<file path="src/rtl/acc_dump_pkg.sv">
// Shared definitions for the integrate-and-dump accumulator and the scaling
// stage that follows it: sample-type names, output width rule, FSM encoding.
package acc_dump_pkg;

    localparam string DT_SIGNED   = "signed";
    localparam string DT_UNSIGNED = "unsigned";

    typedef enum logic {
        IDLE,
        ACC
    } state_e;

    // One extra bit per doubling of frame length keeps a full-length frame from overflowing.
    function automatic int dout_width(input int din_width, input int acc_len_bits);
        return din_width + acc_len_bits;
    endfunction

endpackage

</file>
<file path="src/rtl/acc_dump_ctrl.sv">
// Frame controller: tracks position within a frame, latches the frame length
// and tells the datapath whether to load, add, dump or clear the accumulator.
module acc_ctrl
    import acc_dump_pkg::*;
#(
    parameter int ACC_LEN_BITS = 10
) (
    input  logic                    clk,
    input  logic                    rst_n,
    input  logic [ACC_LEN_BITS-1:0] acc_len_i,
    input  logic                    din_valid_i,
    input  logic                    sync_i,
    output logic                    load_o,
    output logic                    add_o,
    output logic                    dump_o,
    output logic                    clear_o,
    output logic                    resync_err_o
);

    state_e                  state_q, state_d;
    logic [ACC_LEN_BITS-1:0] cnt_q, cnt_d;
    logic [ACC_LEN_BITS-1:0] len_q, len_d;
    logic                    resync_q, resync_d;

    always_ff @(posedge clk or negedge rst_n) begin
        if (!rst_n) begin
            state_q  <= IDLE;
            cnt_q    <= '0;
            len_q    <= '0;
            resync_q <= 1'b0;
        end else begin
            state_q  <= state_d;
            cnt_q    <= cnt_d;
            len_q    <= len_d;
            resync_q <= resync_d;
        end
    end

    // cnt holds the number of samples already folded into the current frame.
    always_comb begin
        state_d  = state_q;
        cnt_d    = cnt_q;
        len_d    = len_q;
        resync_d = 1'b0;
        load_o   = 1'b0;
        add_o    = 1'b0;
        dump_o   = 1'b0;
        clear_o  = 1'b0;
        if (din_valid_i) begin
            case (state_q)
                IDLE: begin
                    if (sync_i) begin
                        state_d = ACC;
                        len_d   = acc_len_i;
                        if (acc_len_i == '0) begin
                            dump_o = 1'b1;
                            cnt_d  = '0;
                        end else begin
                            load_o = 1'b1;
                            cnt_d  = {{(ACC_LEN_BITS-1){1'b0}}, 1'b1};
                        end
                    end
                end
                ACC: begin
                    if (sync_i && cnt_q != '0) begin
                        // A sync with a one-sample frame length cannot also dump, so that sample is dropped.
                        resync_d = 1'b1;
                        len_d    = acc_len_i;
                        if (acc_len_i == '0) begin
                            clear_o = 1'b1;
                            cnt_d   = '0;
                        end else begin
                            load_o = 1'b1;
                            cnt_d  = {{(ACC_LEN_BITS-1){1'b0}}, 1'b1};
                        end
                    end else if (cnt_q == len_q) begin
                        dump_o = 1'b1;
                        cnt_d  = '0;
                        len_d  = acc_len_i;
                    end else begin
                        add_o = 1'b1;
                        cnt_d = cnt_q + 1'b1;
                    end
                end
                default: state_d = IDLE;
            endcase
        end
    end

    assign resync_err_o = resync_q;

endmodule

</file>
<file path="src/rtl/acc_dump.sv">
// Integrate-and-dump accumulator: sums acc_len+1 samples per frame and emits
// one full-precision registered result per frame.
module acc_dump
    import acc_dump_pkg::*;
#(
    parameter int    DIN_WIDTH    = 16,
    parameter string DATA_TYPE    = "signed",
    parameter int    ACC_LEN_BITS = 10,
    parameter int    DOUT_WIDTH   = dout_width(DIN_WIDTH, ACC_LEN_BITS)
) (
    input  logic                    clk,
    input  logic                    rst_n,
    input  logic [ACC_LEN_BITS-1:0] acc_len,
    input  logic [DIN_WIDTH-1:0]    din,
    input  logic                    din_valid,
    input  logic                    sync,
    output logic [DOUT_WIDTH-1:0]   dout,
    output logic                    dout_valid,
    output logic                    resync_err,
    output logic [31:0]             frame_cnt
);

    logic                  load, add, dump, clear;
    logic [DOUT_WIDTH-1:0] din_ext, sum;
    logic [DOUT_WIDTH-1:0] acc_q, acc_d;
    logic [DOUT_WIDTH-1:0] dout_q, dout_d;
    logic                  dout_valid_q;
    logic [31:0]           frame_cnt_q;

    acc_ctrl #(
        .ACC_LEN_BITS(ACC_LEN_BITS)
    ) u_ctrl (
        .clk         (clk),
        .rst_n       (rst_n),
        .acc_len_i   (acc_len),
        .din_valid_i (din_valid),
        .sync_i      (sync),
        .load_o      (load),
        .add_o       (add),
        .dump_o      (dump),
        .clear_o     (clear),
        .resync_err_o(resync_err)
    );

    generate
        if (DATA_TYPE == DT_SIGNED) begin : g_sext
            assign din_ext = {{(DOUT_WIDTH-DIN_WIDTH){din[DIN_WIDTH-1]}}, din};
        end else begin : g_zext
            assign din_ext = {{(DOUT_WIDTH-DIN_WIDTH){1'b0}}, din};
        end
    endgenerate

    // acc is zero whenever a dump can start a frame, so the dump sum needs no separate base select.
    always_comb begin
        sum    = acc_q + din_ext;
        acc_d  = acc_q;
        dout_d = dout_q;
        if (dump) begin
            dout_d = sum;
            acc_d  = '0;
        end else if (load) begin
            acc_d = din_ext;
        end else if (add) begin
            acc_d = sum;
        end else if (clear) begin
            acc_d = '0;
        end
    end

    always_ff @(posedge clk or negedge rst_n) begin
        if (!rst_n) begin
            acc_q        <= '0;
            dout_q       <= '0;
            dout_valid_q <= 1'b0;
            frame_cnt_q  <= '0;
        end else begin
            acc_q        <= acc_d;
            dout_q       <= dout_d;
            dout_valid_q <= dump;
            if (dump) begin
                frame_cnt_q <= frame_cnt_q + 32'd1;
            end
        end
    end

    assign dout       = dout_q;
    assign dout_valid = dout_valid_q;
    assign frame_cnt  = frame_cnt_q;

endmodule

</file>
<file path="config.mk">
export PLATFORM = sky130hd
export DESIGN_NAME = acc_dump
export DESIGN_NICKNAME = d
export VERILOG_FILES = /design/src/rtl/acc_dump_pkg.sv /design/src/rtl/acc_dump_ctrl.sv /design/src/rtl/acc_dump.sv
export SDC_FILE = /design/constraint.sdc
export NUM_CORES = 1
export LEC_CHECK = 0
export CORE_ASPECT_RATIO = 0.75
export CORE_UTILIZATION = 28
export CTS_BUF_LIST = sky130_fd_sc_hd__clkbuf_16
export CTS_CLUSTER_DIAMETER = 60
export DETAILED_ROUTE_END_ITERATION = 16
export GPL_ROUTABILITY_DRIVEN = 0
export HOLD_SLACK_MARGIN = 0.12
export SYNTH_ARGS = -nofsm -noshare
export SYNTH_HDL_FRONTEND = slang
export SYNTH_HIERARCHICAL = 1
export SYNTH_SLANG_ARGS = --single-unit
export TNS_END_PERCENT = 5
</file>
<file path="constraint.sdc">
create_clock -name clk -period 3.1 [get_ports clk]
set_input_delay 0.31 -clock clk [delete_from_list [all_inputs] [get_ports clk]]
set_output_delay 0.31 -clock clk [all_outputs]
set_load 0.05 [all_outputs]
</file>
==> results.md <==
- The clock drives around 110 sinks.
- The final-report max-slew violation count came to 0.
- The clock passes through at most 2 buffers.
- The mean number of vias per cell is around 4.8.
- The largest total area in the synthesized netlist belongs to sky130_fd_sc_hd__dfrtp_1.
- The endpoint type of the worst setup path is a flop.
- Cells with a size suffix above 1 make up between 15 and 20% of the layout.
- The most used flip-flop cell after synthesis is sky130_fd_sc_hd__dfrtp_1.
- Relative to the synthesized area, the layout overhead comes to 32.2%.
- The launch point of the worst path is u_ctrl/cnt_q[1]$_DFFE_PN0P_.
- The via count of the first global-routing pass came to just under 5k.
- The die area is roughly 0.022 mm².
- The overall die width is 172 µm.
- The post-route clock period utilization is between 90% and 100%.
- The post-route cell area is between 0.008 and 0.009 mm².
- The synthesized area is slightly above 0.006 mm².
- In this run the core area contains between 40 and 50 standard-cell rows.
- The routed layout has a little under 5k vias.
- The mean routed wirelength per cell is around 15 µm.
- Yosys printed 6 warnings.
- After synthesis, the cell types taking the most area are sky130_fd_sc_hd__dfrtp_1 (44%), sky130_fd_sc_hd__xnor2_1 (6.5%), sky130_fd_sc_hd__ha_1 (5.8%), sky130_fd_sc_hd__mux2_2 (4.4%), sky130_fd_sc_hd__xor2_1 (3.7%).
- Setup violations remaining at the end of the flow were counted as 0.
- The port buffer count is between 80 and 90.
- The final layout contains routed wiring with a total length of 15.8 mm.
- The number of antenna violations at the first check in global routing is 0.
- The worst setup path is of the flop to flop kind.
- Power spread over the standard cell area amounts to about 830 mW/mm².
- On the worst path, the slowest cell contributes a delay of around 0.49 ns.
- The net total in the final layout is around 790.
- Leaving out fill and tap cells, the most frequent cells in the layout are sky130_fd_sc_hd__dfrtp_1 (107), sky130_fd_sc_hd__clkdlybuf4s50_1 (88), sky130_fd_sc_hd__nand2_1 (54), sky130_fd_sc_hd__buf_4 (54).
- After synthesis, the netlist uses 64 different library cells.
- The starting density of the core is 28.7%.
- The final hold slack is slightly below 0.5 ns.
- Headroom to the max-slew limit came out at 46.9%.
- The fraction of registers with async set/reset is 100%.
- Counting I/O delays and the setup requirement, the final critical path takes roughly 3.0 ns.
- The sequential-to-total area share from yosys stat is between 40% and 50%.
- The number of DRC markers in iteration 0 is 299.
- At the later pin of the worst-skew pair, clock insertion delay measures ~0.36 ns.
- The buffer cell driving the clock tree root is sky130_fd_sc_hd__clkbuf_16.
- On the final layout, the worst clock skew is ~0.0074 ns.
- The standard cell with the maximum stage delay on the critical path is sky130_fd_sc_hd__or4b_4.
- The largest driver fanout on the critical path is 4.
- The residual overflow from global routing is 0.
- Before antenna repair, the detailed router went through 5 iterations.
- The tightest min-delay check is of the flop to flop type.
- The worst hold path begins at frame_cnt[31]$_DFFE_PN0P_.
- The maximum number of pins on one net before global-route repair is 52.
- The average footprint of a synthesized cell is 10.3 µm².
- Setup repair after global routing could not meet its margin everywhere.
- The number of endpoints with negative hold slack in the final report is 0.
- The number of nets with antenna violations after routing is 0.
- The register clock-pin slew on the reported worst setup and hold paths is roughly 0.080 ns.
- The post-placement cell area is roughly 0.0077 mm².
- The number of maximum-capacitance constraint violations is 0.
- In this run the critical register-to-register path is launched from u_ctrl/cnt_q[1]$_DFFE_PN0P_.
- Counting flops and latches in the post-synthesis netlist gives about 110.
- The number of buffers created by CTS is 9.
- 90 I/O pins were placed.
- The global router's overall resource usage is approximately 15%.
- Synthesis produced a netlist with a net count of around 650.
- The worst setup path is launched from a flop.
- Summed over all cells, the static leakage comes to approximately 3.7 nW.
- The highest achievable clock rate is around 0.33 GHz.
- The worst-margin pin slew is between 0.7 and 0.8 ns.
- 0 antenna diodes ended up in the layout.
- Data on the critical path is required at its endpoint by 3.39 ns.
- From bottom edge to top edge, the die measures about 130 µm.
- The most frequent standard cell in the layout excluding fill and tap cells is sky130_fd_sc_hd__dfrtp_1.
- At the end of the flow the core is filled with cells to 37.9%.
- The instance count of the mapped netlist is between 500 and 600.
- The wire-length estimate of the detail-placed layout is 11.7 mm.
- The flow ran to the end, and the final reports show no timing, DRC or antenna violations.
- The region available for standard cell placement spans around 0.021 mm².
- The signal arrival time at the worst endpoint is between 3 and 4 ns.
- Across the VDD grid, the largest voltage drop is 0.000325 V.
- The first-pass GRT wire length is about 26 mm.
- The signal on the critical path passes through inv_1 -> ha_1 -> or4b_4 -> o31ai_4 -> a31oi_2 -> nor2_4 -> and4_1 -> nand3_1 -> or3_4 -> or2_1 -> nor2_2 -> xor2_1.
- For this run, design rule violations remaining after detail routing come to 0.
- TritonCTS built the clock tree.
- Summed over its instances, the top area cell type makes up approximately 44% of the synthesized netlist area.
- CTS built an H-tree with a depth of 3.
- In this run, synthesis inferred 0 flip-flops with an integrated enable.
[report_power, final]
group          switching [mW]  internal [mW]
sequential              0.232           1.75
clock                   0.584          0.561
combinational            2.02           1.57
[worst max-delay path, delay by kind of cell (launching register included)]
family / cells / cell delay (ns)
buffers and inverters: 1 / 0.09
xor gates and xnor gates: 1 / 0.14
DFF: 1 / 0.38
and+or+nand+nor: 7 / 1.72
AOI/OAI and AO/OA: 2 / 0.42
adders and majority gates: 1 / 0.17
[synthesized netlist by cell type, types with 4 or more instances]
cell / instances
sky130_fd_sc_hd__nor2_1: 50
sky130_fd_sc_hd__o21ai_1: 5
sky130_fd_sc_hd__a21oi_1: 31
sky130_fd_sc_hd__dfrtp_1: 107
sky130_fd_sc_hd__and2_1: 6
sky130_fd_sc_hd__a211oi_1: 7
sky130_fd_sc_hd__xor2_1: 26
sky130_fd_sc_hd__mux2_2: 24
sky130_fd_sc_hd__xnor2_1: 45
sky130_fd_sc_hd__clkbuf_1: 15
sky130_fd_sc_hd__inv_1: 10
sky130_fd_sc_hd__a22oi_1: 10
sky130_fd_sc_hd__nand2_1: 54
sky130_fd_sc_hd__ha_1: 28
sky130_fd_sc_hd__nor4_1: 5
sky130_fd_sc_hd__a221o_1: 8
sky130_fd_sc_hd__a21o_1: 15
sky130_fd_sc_hd__nand3_1: 13
sky130_fd_sc_hd__o21ai_0: 24
sky130_fd_sc_hd__a31oi_1: 6
sky130_fd_sc_hd__and4_1: 4
sky130_fd_sc_hd__and3_1: 16
sky130_fd_sc_hd__mux2_1: 7
sky130_fd_sc_hd__nand4_1: 12
[registers in the layout, indices dropped and copies added (netlist names)]
signal               flops
dout                    26
frame_cnt               32
u_ctrl/state_q           1
dout_valid               1
acc_q                   26
u_ctrl/resync_err_o      1
u_ctrl/cnt_q            10
u_ctrl/len_q            10
[layout make-up]
| type | count | area (µm²) |
|---|---|---|
| inverter | 10 | 37.5 |
| sequential | 107 | 2680 |
| clock buffer | 9 | 225 |
| multi-input combinational | 457 | 3350 |
| fill | 2125 | 13200 |
| tap | 288 | 360 |
| timing repair buffer | 145 | 1340 |
| clock inverter | 7 | 61.3 |
[what timing repair did]
item | 4_1_cts | 5_1_grt
cloned | 0 | 0
gates resized for setup | 1 | 7
endpoints found under the setup margin | 9 | 30
pin swaps | 0 | 2
hold buffers | 1 | 0
setup buffers | 0 | 0
hold endpoints to repair | 48 | 0
[kinds of logic after synthesis]
| family | Yosys count | synth area share, % |
|---|---|---|
| AO/OA/AOI/OAI | 140 | 16.4 |
| XOR/XNOR | 71 | 10.2 |
| adder cells (fa/ha/maj) | 29 | 6.08 |
| buffers and inverters | 29 | 2.03 |
| flip-flops | 107 | 44.0 |
| multiplexers | 36 | 6.80 |
| AND/OR/NAND/NOR | 181 | 14.5 |
[through the flow]
step | setup WS [ns] | TNS (ns) | total power, mW | instances
floorplan | 0.00386 | 0 | 4.44 | 593
detailed placement | -0.0659 | -0.180 | 5.58 | 1006
global placement | 0.0555 | 0 | 5.54 | 1006
CTS | 0.0272 | 0 | 6.76 | 1023
finish | 0.103 | 0 | 6.72 | 1023
global route | -0.0499 | -0.0910 | 7.23 | 1023
[metal layers]
metal | share of wire, % | wire, µm | vias up | global-route usage, %
li1 | - | - | 2432 | -
met1 | 52 | 8280 | 2371 | 22.4
met2 | 40 | 6360 | 107 | 21.4
met3 | 6.5 | 1030 | 14 | 4.85
met4 | 1.1 | 170 | 0 | 3.54
met5 | 0 | 0 | - | 0
[worst paths after layout]
path | endpoint | slack, ns | cells past startpoint
hold reg to reg | frame_cnt[31]$_DFFE_PN0P_ | 0.50 | 1
max in group asynchronous | acc_q[11]$_DFFE_PN0P_ | 1.76 | 3
setup reg to reg | frame_cnt[31]$_DFFE_PN0P_ | 0.10 | 12
hold / removal | frame_cnt[31]$_DFFE_PN0P_ | 0.50 | 1
min in group asynchronous | frame_cnt[29]$_DFFE_PN0P_ | 0.54 | 2
setup / recovery | frame_cnt[31]$_DFFE_PN0P_ | 0.10 | 12
No activity file was read; power rests on OpenSTA's default activity.
